$ cat src/rtl/fifo_stream_pkg.sv
// Shared constants and width helpers for the FIFO stream blocks.
// Reused by reader and future writer-side adapters.
package fifo_stream_pkg;

   localparam int DEF_DATA_WIDTH = 8;
   localparam int DEF_SKID_DEPTH = 4;
   localparam int DEF_CNT_WIDTH  = 16;

   // Width able to hold a count 0..depth inclusive.
   function automatic int occ_width(input int depth);
      return $clog2(depth + 1);
   endfunction

   // Width able to index entries 0..depth-1.
   function automatic int ptr_width(input int depth);
      return (depth > 1) ? $clog2(depth) : 1;
   endfunction

endpackage

$ cat src/rtl/fifo_skid_buf.sv
// Skid register array with head/tail/occupancy.
// Push/pop/clear ports; output is zero while empty.
module fifo_skid_buf
   import fifo_stream_pkg::*;
#(
   parameter  int DATA_WIDTH = DEF_DATA_WIDTH,
   parameter  int DEPTH      = DEF_SKID_DEPTH,
   localparam int OW         = occ_width(DEPTH),
   localparam int PW         = ptr_width(DEPTH)
) (
   input  logic                  clk,
   input  logic                  rst_n,
   input  logic                  i_clear,
   input  logic                  i_push,
   input  logic [DATA_WIDTH-1:0] i_push_data,
   input  logic                  i_pop,
   output logic [OW-1:0]         o_occ,
   output logic [DATA_WIDTH-1:0] o_data
);

   localparam logic [PW-1:0] LAST = PW'(DEPTH - 1);
   localparam logic [OW-1:0] FULL = OW'(DEPTH);

   logic [DATA_WIDTH-1:0] r_mem [DEPTH];
   logic [PW-1:0]         r_head;
   logic [PW-1:0]         r_tail;
   logic [OW-1:0]         r_occ;
   logic                  w_pop;
   logic [PW-1:0]         w_head_nxt;
   logic [PW-1:0]         w_tail_nxt;

   assign w_pop      = i_pop & (r_occ != '0);
   assign w_head_nxt = (r_head == LAST) ? '0 : r_head + PW'(1);
   assign w_tail_nxt = (r_tail == LAST) ? '0 : r_tail + PW'(1);

   // Pointer and occupancy bookkeeping; clear wins over push/pop.
   always_ff @(posedge clk or negedge rst_n) begin
      if (!rst_n) begin
         r_head <= '0;
         r_tail <= '0;
         r_occ  <= '0;
      end else if (i_clear) begin
         r_head <= '0;
         r_tail <= '0;
         r_occ  <= '0;
      end else begin
         if (i_push) r_tail <= w_tail_nxt;
         if (w_pop)  r_head <= w_head_nxt;
         case ({i_push, w_pop})
            2'b10:   r_occ <= r_occ + OW'(1);
            2'b01:   r_occ <= r_occ - OW'(1);
            default: r_occ <= r_occ;
         endcase
      end
   end

   // Data storage needs no reset: it is masked while empty.
   always_ff @(posedge clk) begin
      if (i_push && !i_clear) r_mem[r_tail] <= i_push_data;
   end

   assign o_occ  = r_occ;
   assign o_data = (r_occ != '0) ? r_mem[r_head] : '0;

   a_no_overflow : assert property (@(posedge clk) disable iff (!rst_n)
      !(i_push && !i_clear && !w_pop && r_occ == FULL));

endmodule

$ cat src/rtl/fifo_stream_reader.sv
// Drains a registered-read FIFO into a valid/ready stream via a skid buffer.
// FIFO_STREAM_READER_CNT_EN enables the delivered-word counter on word_cnt.
module fifo_stream_reader
   import fifo_stream_pkg::*;
#(
   parameter int DATA_WIDTH = DEF_DATA_WIDTH,
   parameter int SKID_DEPTH = DEF_SKID_DEPTH,
   parameter int CNT_WIDTH  = DEF_CNT_WIDTH
) (
   input  logic                  clk,
   input  logic                  rst_n,
   input  logic                  enable,
   input  logic                  flush,
   input  logic                  fifo_empty,
   output logic                  fifo_rd_en,
   input  logic [DATA_WIDTH-1:0] fifo_rd_data,
   output logic                  m_valid,
   input  logic                  m_ready,
   output logic [DATA_WIDTH-1:0] m_data,
   output logic [CNT_WIDTH-1:0]  word_cnt
);

   localparam int OW = occ_width(SKID_DEPTH);
   localparam logic [OW:0] LIMIT = SKID_DEPTH[OW:0];

   logic          r_inflight;
   logic [OW-1:0] w_occ;
   logic [OW:0]   w_sum;
   logic          w_rd_en;
   logic          w_push;
   logic          w_pop;

   // Reserve a skid slot for every word still on its way back.
   assign w_sum   = {1'b0, w_occ} + {{OW{1'b0}}, r_inflight};
   assign w_rd_en = rst_n & enable & ~flush & ~fifo_empty
                  & (w_sum < LIMIT);
   assign w_push  = r_inflight & ~flush;
   assign w_pop   = m_valid & m_ready;

   assign fifo_rd_en = w_rd_en;
   assign m_valid    = (w_occ != '0);

   // Track the word returning on the FIFO read port next cycle.
   always_ff @(posedge clk or negedge rst_n) begin
      if (!rst_n) r_inflight <= 1'b0;
      else        r_inflight <= w_rd_en;
   end

   fifo_skid_buf #(
      .DATA_WIDTH (DATA_WIDTH),
      .DEPTH      (SKID_DEPTH)
   ) u_skid (
      .clk         (clk),
      .rst_n       (rst_n),
      .i_clear     (flush),
      .i_push      (w_push),
      .i_push_data (fifo_rd_data),
      .i_pop       (w_pop),
      .o_occ       (w_occ),
      .o_data      (m_data)
   );

`ifdef FIFO_STREAM_READER_CNT_EN
   logic [CNT_WIDTH-1:0] r_word_cnt;

   // Count stream handshakes; flush leaves the count alone.
   always_ff @(posedge clk or negedge rst_n) begin
      if (!rst_n)     r_word_cnt <= '0;
      else if (w_pop) r_word_cnt <= r_word_cnt + CNT_WIDTH'(1);
   end

   assign word_cnt = r_word_cnt;
`else
   assign word_cnt = '0;
`endif

endmodule

$ cat config.mk
export PLATFORM = sky130hd
export DESIGN_NAME = fifo_stream_reader
export DESIGN_NICKNAME = d
export VERILOG_FILES = /design/src/rtl/fifo_stream_pkg.sv /design/src/rtl/fifo_skid_buf.sv /design/src/rtl/fifo_stream_reader.sv
export SDC_FILE = /design/constraint.sdc
export NUM_CORES = 1
export LEC_CHECK = 0
export ABC_AREA = 1
export BUFFER_PORTS_ARGS = -buffer_cell sky130_fd_sc_hd__buf_2
export CAP_MARGIN = 25
export CORE_ASPECT_RATIO = 1.75
export CORE_MARGIN = 4
export CORE_UTILIZATION = 45
export CTS_CLUSTER_SIZE = 25
export DETAILED_ROUTE_END_ITERATION = 10
export PLACE_DENSITY = 0.68
export SYNTH_ARGS = -nofsm -noshare
export SYNTH_HDL_FRONTEND = slang
export SYNTH_SLANG_ARGS = --single-unit
$ cat constraint.sdc
create_clock -name clk -period 2.7 [get_ports clk]
set_clock_uncertainty 0.2 [all_clocks]
set_input_delay 0.54 -clock clk [delete_from_list [all_inputs] [get_ports clk]]
set_output_delay 0.54 -clock clk [all_outputs]
set_load 0.01 [all_outputs]
# Word level (Yosys, flattened, before mapping)
# Memory sizes are Yosys's and may differ from the RTL's.
# Cells that the tools add are included.
[totals]
out_inout_bits = 26
inputBits = 14
mem_bits_ro = 0
mem_bits_rw = 32
latch_bits = 0
ff_bits = 8
mem_count = 1
[classes]
reduce_logical = 6
muxes = 11
n_div = 0
n_mul = 0
add_sub_neg = 5
bitwise_logic = 9
order_cmp = 1
n_eq_ne = 4
shifts = 0
[memory_table]
columns = ["name", "depth", "width", "read_ports", "rd_clocked_by_memory_dff", "wr", "line_no", "text"]
rows = [
  ["u_skid.r_mem", 4, 8, 1, 0, 1, "fifo_skid_buf.sv:24", "logic [DATA_WIDTH-1:0] r_mem [DEPTH];"],
]
[op_table]
columns = ["operator", "count"]
rows = [
  ["$mux W2", 6],
  ["$mux W8", 1],
  ["$and A1 B1 Y1", 7],
  ["$eq A2 B2 Y1 const B", 3],
  ["$pmux W3 S2", 1],
  ["$reduce_bool A3 Y1", 2],
  ["$add A2 B1 Y2 const B", 2],
  ["$add A3 B1 Y4", 1],
  ["$lt A4 B3 Y1 const B", 1],
  ["$reduce_bool A2 Y1", 2],
  ["$add A3 B1 Y3 const B", 1],
  ["$mux W3", 1],
  ["$sub A3 B1 Y3 const B", 1],
  ["$eq A2 B1 Y1 const B", 1],
  ["$mux W1", 2],
  ["$not A1 Y1", 2],
  ["$logic_and A1 B1 Y1", 1],
  ["$logic_not A1 Y1", 1],
]

# Logic depth before layout (Yosys ltp)
[depth]
depth_word = 6
ltp_mapped = 11
ltp_nobuf = 11

# Cells and area by module
# A second synthesis with hierarchy kept.
[unflattened]
hier_cells = 188
area_unflattened_um2 = 1981.9
[by_module_without_submodules]
columns = ["module", "n_inst", "cells_each", "area_per_inst_um2"]
rows = [
  ["fifo_skid_buf", 1, 159, 1783.0],
  ["fifo_stream_reader", 1, 29, 198.9],
]

# Worst setup path after synthesis
# OpenSTA, ideal clock, no wires.
[synth_timing]
path_type = "register to register"
from = "register u_skid.r_occ[0], in the netlist u_skid.o_occ[0]"
to = "register u_skid.r_occ[2], in the netlist u_skid.o_occ[2]"
arrival_time_ns = 1.606
stages_incl_launch_ff = 12
setup_time_ns = 0.116
path_slack_ns = 0.778
required_ns = 2.384
path_cell_list = "dfrtp_1 -> nor2_1 -> nand2_2 -> nand3_4 -> inv_1 -> fa_1 -> xnor2_1 -> inv_1 -> nand2_1 -> nand2_1 -> nand2_1 -> nand2_1"
[synth_between]
elab_chain_cells = 6
[synth_rtl]
columns = ["element", "line_no", "text"]
rows = [
  ["start, declared", "fifo_skid_buf.sv:27", "logic [OW-1:0] r_occ;"],
  ["start signal, assigned", "fifo_skid_buf.sv:50", "2'b10: r_occ <= r_occ + OW'(1);"],
  ["start signal, assigned", "fifo_skid_buf.sv:51", "2'b01: r_occ <= r_occ - OW'(1);"],
  ["start signal, assigned", "fifo_skid_buf.sv:52", "default: r_occ <= r_occ;"],
  ["$reduce_bool A3 Y1 *", "fifo_stream_reader.sv:41", "assign m_valid = (w_occ != '0);"],
  ["net m_valid", "fifo_stream_reader.sv:17", "output logic m_valid,"],
  ["$and A1 B1 Y1", "fifo_stream_reader.sv:38", "assign w_pop = m_valid & m_ready;"],
  ["$and A1 B1 Y1 *", "fifo_skid_buf.sv:32", "assign w_pop = i_pop & (r_occ != '0);"],
  ["$eq A2 B1 Y1 or $eq A2 B2 Y1 (tied branches)", "fifo_skid_buf.sv:49", "case ({i_push, w_pop})"],
  ["$pmux W3 S2", "fifo_skid_buf.sv:49", ""],
  ["$mux W3", "fifo_skid_buf.sv:42", "end else if (i_clear) begin"],
]
# The timed path passes the listed nets; every way through them passes the cells marked *.
# A chain may end at the register's enable or synchronous reset.

# Worst setup path in the final report
[layout_timing]
from = "input rst_n"
to = "output fifo_rd_en"
[layout_between]
elab_chain_cells = 4
[layout_rtl]
columns = ["element", "line_no", "text"]
rows = [
  ["start, declared", "fifo_stream_reader.sv:11", "input logic rst_n,"],
  ["$and A1 B1 Y1 (3 in a row)", "fifo_stream_reader.sv:35", "assign w_rd_en = rst_n & enable & ~flush & ~fifo_empty"],
  ["$and A1 B1 Y1", "fifo_stream_reader.sv:36", "& (w_sum < LIMIT);"],
  ["end, declared", "fifo_stream_reader.sv:15", "output logic fifo_rd_en,"],
]
# Every way passes these cells.

==> summary.md <==
| Metric | Value |
|---|---|
| Most used cell along the critical path | buf_2 |
| Synthesized flop and latch total | 40 |
| Internal power | 1.02 mW |
| Number of cells on the worst hold path | 2 |
| Largest net degree at the start of global routing | 19 |
| Number of failing setup endpoints in the final timing report | 0 |
| Family of cells with the greatest summed delay on the critical path | buffers and inverters |
| Final net count | 230 |
| Largest cells by area after synthesis | edfxtp_1 (51%), dfrtp_1 (11%), nor2_1 (7.7%), buf_4 (7.1%), o21ai_0 (5.0%) |
| Hold violation count in the final report | 0 |
| Final HPWL from detailed placement | approximately 2400 um |
| Highest net fanout along the worst path | 9 |
| Count of antenna-violating nets left after detailed routing | 0 |
| Share of the yosys chip area belonging to registers | 0.612 |
| Tightest hold margin | between 0.2 and 0.25 ns |
| Max Clock Freq | 404 MHz |
| Outcome | complete, no violations |
| Peak ir drop on the vdd network | 0.423 mV |
| Total length of routed wires | between 3000 and 4000 um |
| Class of the tightest hold or removal check | in2reg |
| Crit path setup slack, layout | approximately 0.23 ns |
| Via count of the first global-routing pass | roughly 1,200 |
| Buffers & Inverters on Critical Path | 3 |
| Floorplan die area | about 5400 um2 |
| Post-route setup TNS | 0 ns |
| Primary flip-flop cell chosen by synthesis mapping | edfxtp_1 |
| Sinks on Clock Net | 40 |
| Ratio of final minimum period to clock period | 0.917 |
| Mean instance size in the synthesized netlist | 10.6 um2 |
| Vertical die dimension | about 94 um |
| Cell-by-cell trace of the critical path | dlygate4sd3_1 -> buf_2 -> nand3_1 -> nor3_1 -> buf_2 |
| Max stage delay on crit path | a little over 0.5 ns |
| Shortest period the worst path allows | around 2.5 ns |
| Number of distinct standard cells referenced by the synthesized netlist | 24 |
| Sequential fraction of design power | 0.534 |
| Effective utilization at floorplan | 0.461 |
| Number of top-level pins | 40 |
| Remaining DRCs | 0 |
| Fraction of power spent switching nets | 0.192 |
| Worst Setup End Kind | output pin |
| Number of iterations in the first detailed-routing pass | 4 |
| Chip width | about 57 um |
| Remaining Overflow, GRT | 0 |
| Synth warnings | 0 |
| CORE AREA | slightly above 4000 um2 |
| Data arrival, critical path | about 1.7 ns |
| Net switching power figure | between 0.2 and 0.25 mW |
| Leak | between 0.9 and 1 nW |
| CTS clock-pin slew for the worst setup and hold paths | ~0.070 ns |
| Worst path depth | 5 |
| Crit path required time | ~2.0 ns |
| Combinational group share of total power | 0.061 |
| Setup CP Type | in2out |
| Syn Inst Count | between 150 and 200 |
| Root Buffer Master | clkbuf_8 |
| Total power divided by cell area | between 500 and 600 nW/um2 |
| Unrepaired setup endpoints after global routing | no |
| Antenna violations before repair | 0 |
| Cells on worst reg2reg path | 11 |
| Signed area change from the synthesized netlist to the final layout | 14.2% |
| Average detailed-routed wire length per instance | between 10 and 15 um |
| Setup fix buffers added after clock tree synthesis | 0 |
| Share of the synthesized area in the top cell type | 0.507 |
| Post-synthesis async set-or-reset flop share | 0.200 |
| Ratio of cells with drive above 1 in the final layout | 0.231 |
| Share of the core filled with cells in the final layout | 0.527 |
| Number of port buffers | 23 |
| Number of max-cap violations | 0 |
| Clock tree from TritonCTS | built |
| Wire length of the first global-routing pass | around 5200 um |
| Pins over their slew limit | 0 |
| Number of vias per cell after detailed routing | roughly 4.7 |
| Standard-cell rows | 31 |
| Longest Clk Path Bufs | 2 |
| Max stage delay cell, worst path | dlygate4sd3_1 |
| Via Count | about 1,200 |
| Setup crit start kind | input pin |
| Library cell with the largest summed area after synthesis | edfxtp_1 |
| Global placer's final weighted congestion | around 0.81 |
| Clock latency reported for the late side of the worst-skew pair | between 0.2 and 0.3 ns |
| Post-placement worst setup slack | 0.537 ns |
| Count of flip-flops with a built-in enable after synthesis | 32 |
| Total global routing track utilization | 0.130 |
| Initial DRC count | 13 |
| Area of the mapped netlist | 1900 um2 |
| CTS buffer count | 5 |
| Clock share of power | 0.405 |
| H-tree level count | 2 |
| Count of inserted antenna diode cells | 0 |
## layout by cell type (no fill, tap or decap)
| master | netlist | final |
|---|---|---|
| a21oi_2 | 1 | 1 |
| nand2_2 | 3 | 3 |
| bufinv_16 | 0 | 1 |
| o21ai_0 | 19 | 19 |
| clkinv_1 | 1 | 1 |
| or2_2 | 1 | 1 |
| nand3_4 | 1 | 1 |
| nor2_2 | 1 | 1 |
| fa_1 | 1 | 1 |
| dfrtp_1 | 8 | 8 |
| dlygate4sd3_1 | 0 | 1 |
| a21oi_1 | 9 | 9 |
| xnor2_1 | 1 | 1 |
| clkbuf_8 | 0 | 7 |
| nand3_1 | 3 | 3 |
| buf_4 | 18 | 6 |
| nor3_1 | 2 | 2 |
| nand2_4 | 2 | 2 |
| nor2_1 | 39 | 39 |
| inv_2 | 3 | 3 |
| conb_1 | 1 | 16 |
| nand2_1 | 16 | 16 |
| edfxtp_1 | 32 | 32 |
| ha_1 | 4 | 4 |
| buf_2 | 1 | 23 |
| inv_1 | 11 | 11 |
## flip-flops by register name, indices dropped and copies added, names as in the netlist
signal,flops
u_skid.o_occ,3
u_skid.r_head,2
r_inflight,1
u_skid.r_tail,2
u_skid.r_mem,32
## cell type report
cell class | count | area, um2
well taps | 49 | 61.3
clock inverters | 1 | 30.0
multi-input cells | 119 | 591
inverters | 15 | 56.3
flip-flops and latches | 40 | 1160
clock buffers | 7 | 96.3
repair buffers | 30 | 170
fillers | 386 | 1950
## cells by family (layout without fill, tap and decap cells)
| family | Yosys count | count (layout) | synth area share |
|---|---|---|---|
| fa+ha+maj | 5 | 5 | 0.0369 |
| compound gates | 29 | 29 | 0.0785 |
| other cells | 1 | 16 | 0.00198 |
| xor+xnor | 1 | 1 | 0.00462 |
| flops | 40 | 40 | 0.612 |
| simple gates | 68 | 68 | 0.160 |
| buf+inv | 35 | 53 | 0.106 |
## timing repair
item | 4_1_cts | 5_1_grt
hold endpoints to repair | 8 | 0
gates resized for setup | 0 | 0
hold buffers | 1 | 0
## final timing paths
check	start	to	slack [ns]
setup / recovery	rst_n	fifo_rd_en	0.23
hold / removal	fifo_empty	r_inflight	0.21
setup reg to reg	u_skid.o_occ[0]	u_skid.o_occ[2]	0.67
hold reg to reg	u_skid.o_occ[2]	u_skid.o_occ[2]	0.35
max in group asynchronous	rst_n	u_skid.r_head[1]	1.70
min in group asynchronous	rst_n	u_skid.r_head[0]	0.42
## synthesized netlist by cell type, types with 2 or more instances
master    number
nand2_4        2
nand2_2        3
nor2_1        39
nor3_1         2
dfrtp_1        8
nand3_1        3
edfxtp_1      32
o21ai_0       19
inv_1         11
a21oi_1        9
ha_1           4
inv_2          3
buf_4         18
nand2_1       16
## layer usage
metal,share of wire,routed length [um],GRT usage
met5,0,0,0
met4,0.019,62,0.0580
met3,0.049,160,0.0275
met2,0.56,1810,0.252
met1,0.38,1230,0.127
## power by group through the flow
stage	Sequential [mW]	Combinational (mW)	Clock (mW)
after floorplan	0.686	0.0637	0
after global placement	0.688	0.0754	0
after detailed placement	0.688	0.0769	0
after CTS	0.675	0.0782	0.525
after global routing	0.675	0.0874	0.547
final	0.675	0.0770	0.511
## per-stage QoR
stage | power (mW) | instances | cell area [um2]
after floorplan | 0.750 | 194 | 1950
after global placement | 0.764 | 252 | 2030
final | 1.26 | 261 | 2170
after global routing | 1.31 | 261 | 2170
after CTS | 1.28 | 261 | 2170
after detailed placement | 0.765 | 252 | 2030
(Power assumes the default switching activity.)
